### src/rtl/seq_det_pkg.sv
// Shared constants and elaboration-time helpers for the serial pattern detector.
package seq_det_pkg;

  localparam int unsigned LEN_MIN   = 2;
  localparam int unsigned LEN_MAX   = 8;
  localparam int unsigned CNT_W_MIN = 1;
  localparam int unsigned CNT_W_MAX = 16;

  // Next matched-prefix length after seeing bit b while k bits of pat are matched.
  // pat is right-aligned in 8 bits; pat[len-1] is the first bit of the pattern.
  // May return len, which means the pattern just completed.
  function automatic int next_state(logic [7:0] pat, int len, int k, logic b);
    logic [8:0] seq;
    logic       ok;
    int         n;
    int         res;
    seq = '0;
    n   = k + 1;
    res = 0;
    // Rebuild the matched prefix followed by the new bit, oldest bit at index 0
    for (int m = 0; m < 9; m++) begin
      if (m < k) begin
        seq[m] = pat[len-1-m];
      end else if (m == k) begin
        seq[m] = b;
      end
    end
    for (int j = 1; j <= n; j++) begin
      ok = 1'b1;
      for (int m = 0; m < j; m++) begin
        if (pat[len-1-m] != seq[n-j+m]) begin
          ok = 1'b0;
        end
      end
      if (ok) begin
        res = j;
      end
    end
    return res;
  endfunction

  // Longest proper prefix of pat that is also a suffix of pat (resume point after a match).
  function automatic int fail_value(logic [7:0] pat, int len);
    logic ok;
    int   res;
    res = 0;
    for (int k = 1; k < len; k++) begin
      ok = 1'b1;
      for (int m = 0; m < k; m++) begin
        if (pat[len-1-m] != pat[k-1-m]) begin
          ok = 1'b0;
        end
      end
      if (ok) begin
        res = k;
      end
    end
    return res;
  endfunction

endpackage

### src/rtl/seq_det_sat_counter.sv
// Saturating event counter with synchronous clear.
module seq_det_sat_counter #(
  parameter int unsigned CNT_W = 8
) (
  input  logic             clock,
  input  logic             reset,
  input  logic             inc,
  input  logic             clr,
  output logic [CNT_W-1:0] count
);

  // Count increments, holding at all-ones; clear wins over increment
  always_ff @(posedge clock or negedge reset) begin
    if (!reset) begin
      count <= '0;
    end else if (clr) begin
      count <= '0;
    end else if (inc && (count != {CNT_W{1'b1}})) begin
      count <= count + CNT_W'(1);
    end
  end

endmodule

### src/rtl/seq_detect_param.sv
// Parameterised serial pattern detector with a prefix-length state machine.
module seq_detect_param
  import seq_det_pkg::*;
#(
  parameter int unsigned          LEN     = 3,
  parameter logic [LEN-1:0]       PATTERN = 3'b100,
  parameter bit                   OVERLAP = 1'b1,
  parameter int unsigned          CNT_W   = 8
) (
  input  logic                       clock,
  input  logic                       reset,
  input  logic                       en,
  input  logic                       I,
  input  logic                       clr,
  output logic                       F,
  output logic [$clog2(LEN+1)-1:0]   S,
  output logic [CNT_W-1:0]           match_count
);

  localparam int unsigned SW    = $clog2(LEN + 1);
  localparam int unsigned TBL_N = 1 << SW;
  localparam logic [7:0]  PAT8  = 8'(PATTERN);

  // Reject illegal sizing at elaboration
  if ((LEN < LEN_MIN) || (LEN > LEN_MAX)) begin : g_bad_len
    $error("seq_detect_param: LEN out of range");
  end
  if ((CNT_W < CNT_W_MIN) || (CNT_W > CNT_W_MAX)) begin : g_bad_cnt
    $error("seq_detect_param: CNT_W out of range");
  end

  localparam logic [SW-1:0] FAIL_S  = SW'(fail_value(PAT8, int'(LEN)));
  localparam logic [SW-1:0] DONE_S  = SW'(LEN);

  logic [SW-1:0] tbl0 [TBL_N];
  logic [SW-1:0] tbl1 [TBL_N];

  // Next-state table fixed from PATTERN; unreachable rows park at 0
  for (genvar k = 0; k < int'(TBL_N); k++) begin : g_tbl
    if (k < int'(LEN)) begin : g_live
      localparam int N0 = next_state(PAT8, int'(LEN), k, 1'b0);
      localparam int N1 = next_state(PAT8, int'(LEN), k, 1'b1);
      assign tbl0[k] = SW'(N0);
      assign tbl1[k] = SW'(N1);
    end else begin : g_dead
      assign tbl0[k] = '0;
      assign tbl1[k] = '0;
    end
  end

  logic [SW-1:0] s_q;
  logic [SW-1:0] s_next;
  logic          f_q;
  logic          f_next;
  logic [SW-1:0] j_c;
  logic          hit_c;

  // Next prefix length, match pulse and counter increment
  always_comb begin
    s_next = s_q;
    f_next = 1'b0;
    hit_c  = 1'b0;
    j_c    = I ? tbl1[s_q] : tbl0[s_q];
    if (clr) begin
      s_next = '0;
    end else if (en) begin
      if (j_c == DONE_S) begin
        hit_c  = 1'b1;
        f_next = 1'b1;
        s_next = OVERLAP ? FAIL_S : '0;
      end else begin
        s_next = j_c;
      end
    end
  end

  // State and match-pulse registers
  always_ff @(posedge clock or negedge reset) begin
    if (!reset) begin
      s_q <= '0;
      f_q <= 1'b0;
    end else begin
      s_q <= s_next;
      f_q <= f_next;
    end
  end

  seq_det_sat_counter #(
    .CNT_W (CNT_W)
  ) u_cnt (
    .clock (clock),
    .reset (reset),
    .inc   (hit_c),
    .clr   (clr),
    .count (match_count)
  );

  assign F = f_q;
  assign S = s_q;

endmodule
### config.mk
export PLATFORM = sky130hd
export DESIGN_NAME = seq_detect_param
export DESIGN_NICKNAME = d
export VERILOG_FILES = /design/src/rtl/seq_det_pkg.sv /design/src/rtl/seq_det_sat_counter.sv /design/src/rtl/seq_detect_param.sv
export SDC_FILE = /design/constraint.sdc
export NUM_CORES = 1
export LEC_CHECK = 0
export ABC_CLOCK_PERIOD_IN_PS = 2800
export CAP_MARGIN = 20
export CORE_AREA = 2 2 39 41
export DETAILED_ROUTE_END_ITERATION = 10
export DIE_AREA = 0 0 41 43
export HOLD_SLACK_MARGIN = 0.15
export PLACE_DENSITY = 0.81
export SKIP_CTS_REPAIR_TIMING = 1
export SLEW_MARGIN = 20
export SYNTH_ARGS = -nofsm -noshare
export SYNTH_HDL_FRONTEND = slang
export SYNTH_SLANG_ARGS = --single-unit
export TNS_END_PERCENT = 20
### constraint.sdc
create_clock -name clock -period 2.8 [get_ports clock]
set_input_delay 0.42 -clock clock [delete_from_list [all_inputs] [get_ports clock]]
set_output_delay 0.42 -clock clock [all_outputs]
set_load 0.03 [all_outputs]
==> results of run 1 <==
## where the power goes
part           switching (mW)  internal, mW
combinational          0.0156        0.0122
sequential            0.00131         0.160
clock                  0.0558        0.0553
total                  0.0727         0.228
## per-layer routing
| layer | share of wire (%) | global-route usage (%) | vias up | wire length, µm |
|---|---|---|---|---|
| li1 | - | - | 278 | - |
| met1 | 44 | 25.0 | 288 | 606 |
| met2 | 48 | 27.5 | 24 | 659 |
| met3 | 6.4 | 5.24 | 3 | 89 |
| met4 | 1.9 | 8.00 | 0 | 26 |
| met5 | 0 | 0 | - | 0 |
## layout by cell type (no fill, tap or decap)
master	instances
mux2_2	1
or3_1	1
clkdlybuf4s50_1	15
nand3b_4	1
mux2i_1	1
o21ai_0	1
inv_1	4
a311oi_1	2
nor2b_1	3
and3b_2	1
o211ai_1	1
a2111o_1	1
a21oi_1	6
ha_1	2
nand4_1	1
and4_1	1
nor2_1	3
a21boi_0	1
a41oi_1	2
and3_1	2
a31oi_1	1
or2b_2	1
nor4_1	2
a211oi_1	4
nand3_1	2
dfrtp_1	11
clkbuf_4	3
nand2b_1	2
clkbuf_1	1
nand2_1	3
nor3_1	1
## path summary, 6_finish.rpt
path	start	end	slack (ns)	cells past startpoint
setup / recovery	u_cnt.count[4]	match_count[4]	0.89	1
hold / removal	reset	u_cnt.count[5]	0.47	1
setup reg to reg	u_cnt.count[0]	u_cnt.count[0]	1.15	4
hold reg to reg	u_cnt.count[6]	u_cnt.count[6]	0.57	1
max in group asynchronous	reset	u_cnt.count[0]	1.98	1
min in group clock	u_cnt.count[6]	u_cnt.count[6]	0.57	1
## cell type report
type / count / area (µm²) / area share, %
Sequential cell: 11 / 275 / 33.6
Clock buffer: 4 / 26.3 / 3.21
Timing Repair Buffer: 15 / 150 / 18.3
Multi-Input combinational cell: 47 / 333 / 40.6
Inverter: 4 / 15.0 / 1.83
Tap cell: 16 / 20.0 / 2.44
## sequential cells by signal, summed over array words and instances, names as in the netlist
name / count
S: 2
F: 1
u_cnt.count: 8
## cell families after synthesis
| family | share of synthesized area [%] |
|---|---|
| AND/OR/NAND/NOR | 24.1 |
| flip-flops | 43.1 |
| buffers and inverters | 4.70 |
| adder cells (fa/ha/maj) | 3.92 |
| multiplexers | 3.33 |
| AO/OA/AOI/OAI | 20.8 |
==> impl_metrics.env, run 1 <==
export IMPL_status="finished, final reports clean"
export IMPL_cp_cell_sequence="clkdlybuf4s50_1"
export IMPL_synth_edf_count=0
export IMPL_rows=14
export IMPL_fin_crit_ns=1.91
export IMPL_nets=89
export IMPL_netlist_area_um2=638
export IMPL_worstMarginPinSlew_ns=0.501
export IMPL_die_w_um=41
export IMPL_postRouteAntennaNets=0
export IMPL_die_y_um=43
export IMPL_portBuffers=15
export IMPL_post_synth_top_count_cell="dfrtp_1"
export IMPL_drc=0
export IMPL_cts_tree="done"
export IMPL_wire_per_inst_um=14.3
export IMPL_slowest_delay_ns=0.72
export IMPL_cts_buffers=3
export IMPL_slew_headroom_pct=66.5
export IMPL_initial_core_util_pct=46.1
export IMPL_max_freq_ghz=0.525
export IMPL_async_reset_ff_share_pct=100
export IMPL_instances_no_fill=97
export IMPL_clk_pin_slew_ns=0.07
export IMPL_path_class="flop to primary output"
export IMPL_timing_final_ws_setup_ns=0.895
export IMPL_synth_area_per_cell_um2=9.82
export IMPL_dpl_cell_count=93
export IMPL_root_buffer="clkbuf_4"
export IMPL_fill_cells=132
export IMPL_vias_per_cell=6.11
export IMPL_dpl_cell_area_um2=793
export IMPL_setup_violations=0
export IMPL_drt_iter0_drc=24
export IMPL_synth_seq_cells=11
export IMPL_grt_max_degree=14
export IMPL_synth_seq_area_share_pct=43.1
export IMPL_critical_path_required_ns=2.38
export IMPL_synthToLayoutAreaGrowth_pct=28.4
export IMPL_first_pass_iters=4
export IMPL_diodes=0
export IMPL_ios=16
export IMPL_p_per_area_nw_per_um2=367
export IMPL_period_share_pct=68.1
export IMPL_setup_tns_ns=0
export IMPL_gr_total_overflow=0
export IMPL_synth_top_cells_by_count="dfrtp_1, a21oi_1, a211oi_1, inv_1"
export IMPL_grt_pass1_vias=502
export IMPL_drv_cap=0
export IMPL_synthFlopType="dfrtp_1"
export IMPL_syn_inst=65
export IMPL_globalplace_congestion=0.799
export IMPL_cpMaxStageDelayCell="clkdlybuf4s50_1"
export IMPL_hold_slack_ns=0.471
export IMPL_track_usage_pct=18.8
export IMPL_yosysWarnings=0
export IMPL_final_max_slew_viol_count=0
export IMPL_synth_area_top_cells="dfrtp_1, a21oi_1, a211oi_1"
export IMPL_cts_htree_levels=1
export IMPL_grt_pass1_wl_um=2230
export IMPL_synth_nets=72
export IMPL_cts_sink_count=11
export IMPL_worst_path_buf_inv=1
export IMPL_utilization_pct=59.2
export IMPL_die_area_um2=1760
export IMPL_hpwl_um=1010
export IMPL_clockBufferDepth=2
export IMPL_routed_wl_um=1380
export IMPL_critPathCaptureType="primary output"
export IMPL_core_um2=1380
export IMPL_antenna_found_initial=0
export IMPL_synth_cell_type_count=30
export IMPL_hp_class="primary input to asynchronous set/reset pin"
export IMPL_cp_start_kind="flop"
export IMPL_power_mw=0.300
export IMPL_drive_above_1_share_pct=8.64
export IMPL_worstPathArrival_ns=1.49
export IMPL_clk_latency_ns=0.28
export IMPL_synth_top_area_cell="dfrtp_1"
export IMPL_hold_violations=0
export IMPL_fin_worst_skew_ns=0.00931
export IMPL_vias=593
export IMPL_critical_path_max_fanout=9
export IMPL_rsz0062_at_grt="false"
export IMPL_power_leakage_nw=0.334
export IMPL_design_area_um2=820
export IMPL_cpLargestDelayFamily="buffers and inverters"
export IMPL_peakVddDrop_v=0.000287
export IMPL_place_ws_ns=0.899
export IMPL_synth_top_area_share_pct=43.1
(Power assumes the default switching activity.)
==> inputs of run 2 (changes only) <==
ABC_CLOCK_PERIOD_IN_PS = 1700   (was 2800)
CORE_AREA = default   (was 2 2 39 41)
CORE_ASPECT_RATIO = 1.1   (was default)
CORE_MARGIN = 2   (was default)
CORE_UTILIZATION = 42   (was default)
DIE_AREA = default   (was 0 0 41 43)
PLACE_DENSITY = 0.76   (was 0.81)
clock period = 1.7 ns   (was 2.8 ns; I/O delays follow)
==> impl_metrics.env, run 2 (synthesis gave the netlist of run 1 again) <==
export IMPL_cts_htree_levels=1
export IMPL_die_w_um=41.2
export IMPL_root_buffer="clkbuf_4"
export IMPL_setup_tns_ns=0
export IMPL_period_share_pct=96.4
export IMPL_drc=0
export IMPL_routed_wl_um=1480
export IMPL_p_per_area_nw_per_um2=564
export IMPL_fill_cells=119
export IMPL_layout_commonest_cell="dfrtp_1"
export IMPL_fin_crit_ns=1.64
export IMPL_grt_busiest_layer="met2"
export IMPL_place_ws_ns=0.0905
export IMPL_grt_max_degree=12
export IMPL_cts_sink_count=11
export IMPL_worst_path_buf_inv=1
export IMPL_grt_pass1_vias=564
export IMPL_setup_violations=0
export IMPL_hold_violations=0
export IMPL_power_switching_mw=0.115
export IMPL_combPwrFrac_pct=9.7
export IMPL_cpLargestDelayFamily="buffers and inverters"
export IMPL_fin_worst_skew_ns=0.00312
export IMPL_die_area_um2=1850
export IMPL_die_y_um=44.9
export IMPL_max_freq_ghz=0.610
export IMPL_gr_total_overflow=0
export IMPL_power_leakage_nw=0.472
export IMPL_worstPathArrival_ns=1.38
export IMPL_cpMaxStageDelayCell="clkdlybuf4s50_1"
export IMPL_dpl_cell_area_um2=831
export IMPL_instances_no_fill=102
export IMPL_final_max_slew_viol_count=0
export IMPL_ios=16
export IMPL_r2r_slack_ns=0.18
export IMPL_drt_iter0_drc=23
export IMPL_first_pass_iters=4
export IMPL_drive_above_1_share_pct=14.0
export IMPL_timing_final_ws_setup_ns=0.0610
export IMPL_status="finished, final reports clean"
export IMPL_antenna_found_initial=0
export IMPL_design_area_um2=872
export IMPL_hold_slack_ns=0.325
export IMPL_regMostFlops="u_cnt.count"
export IMPL_cts_tree="done"
export IMPL_p_clk_share_pct=36.2
export IMPL_diodes=0
export IMPL_worstMarginPinSlew_ns=0.521
export IMPL_dpl_cell_count=98
export IMPL_initial_core_util_pct=45.5
export IMPL_intPower_mw=0.377
export IMPL_vias_per_cell=5.83
export IMPL_nets=94
export IMPL_hpwl_um=1080
export IMPL_clockBufferDepth=2
export IMPL_rows=14
export IMPL_cp_start_kind="flop"
export IMPL_track_usage_pct=19.4
export IMPL_slowest_delay_ns=0.69
export IMPL_core_um2=1400
export IMPL_met2_usage_pct=28.1
export IMPL_path_class="flop to primary output"
export IMPL_wire_per_inst_um=14.5
export IMPL_sw_frac_of_total_pct=23.4
export IMPL_seqPwrFrac_pct=54.1
export IMPL_cts_buffers=3
export IMPL_vias=595
export IMPL_critPathCaptureType="primary output"
export IMPL_clk_pin_slew_ns=0.07
export IMPL_clk_latency_ns=0.27
export IMPL_drv_cap=0
export IMPL_critical_path_required_ns=1.44
export IMPL_final_cell_mix="dfrtp_1, clkdlybuf4s50_1, a21oi_1, dlymetal6s2s_1, buf_4"
export IMPL_postRouteAntennaNets=0
export IMPL_rsz0062_at_grt="false"
export IMPL_globalplace_congestion=0.901
export IMPL_cp_cell_sequence="clkdlybuf4s50_1"
export IMPL_largest_reg_flops=8
export IMPL_use_met1_pct=25.9
export IMPL_synthToLayoutAreaGrowth_pct=36.7
export IMPL_hp_class="primary input to asynchronous set/reset pin"
export IMPL_peakVddDrop_v=0.000295
export IMPL_slew_headroom_pct=65.1
export IMPL_grt_pass1_wl_um=2370
export IMPL_portBuffers=15
export IMPL_grt_use_met3_pct=6.40
export IMPL_critical_path_max_fanout=6
==> run 2: cell types whose count changed in the layout (fill, tap and decap cells not counted), sizes merged <==
cell           change
buf                +5
clkdlybuf4s50      -6
dlymetal6s2s       +6
==> run 2: area by class of cell <==
class	count	area [µm²]	share of cell area, %
Timing Repair Buffer	20	203	23.2
Multi-Input combinational cell	47	333	38.2
Tap cell	16	20.0	2.30
Clock buffer	4	26.3	3.01
Sequential cell	11	275	31.6
Inverter	4	15.0	1.72
==> run 2: layer usage <==
metal	vias up	routed length [µm]
li1	288	-
met1	278	659
met2	24	701
met3	5	81
met4	0	32
met5	-	0
==> run 2: per-stage QoR <==
| stage | power [mW] | util [%] |
|---|---|---|
| after detailed placement | 0.320 | 59.3 |
| final | 0.492 | 62.2 |
| after global routing | 0.512 | 62.2 |
| after floorplan | 0.292 | - |
| after global placement | 0.318 | 59.3 |
| after CTS | 0.495 | 61.2 |
==> run 2: path summary, 6_finish.rpt <==
kind	from	endpoint	cells after the start
min in group clock	u_cnt.count[6]	u_cnt.count[6]	1
worst min-delay path	reset	F	1
worst max register to register	S[0]	u_cnt.count[6]	6
worst min register to register	u_cnt.count[6]	u_cnt.count[6]	1
worst max-delay path	S[1]	S[1]	1
max in group asynchronous	reset	u_cnt.count[3]	1
==> run 2: power by group through the flow <==
stage                     sequential [mW]  clock, mW  combinational, mW
after detailed placement            0.271          0             0.0483
after floorplan                     0.276          0             0.0159
after global placement              0.271          0             0.0472
final                               0.266      0.178             0.0477
after global routing                0.266      0.193             0.0522
after CTS                           0.266      0.181             0.0485
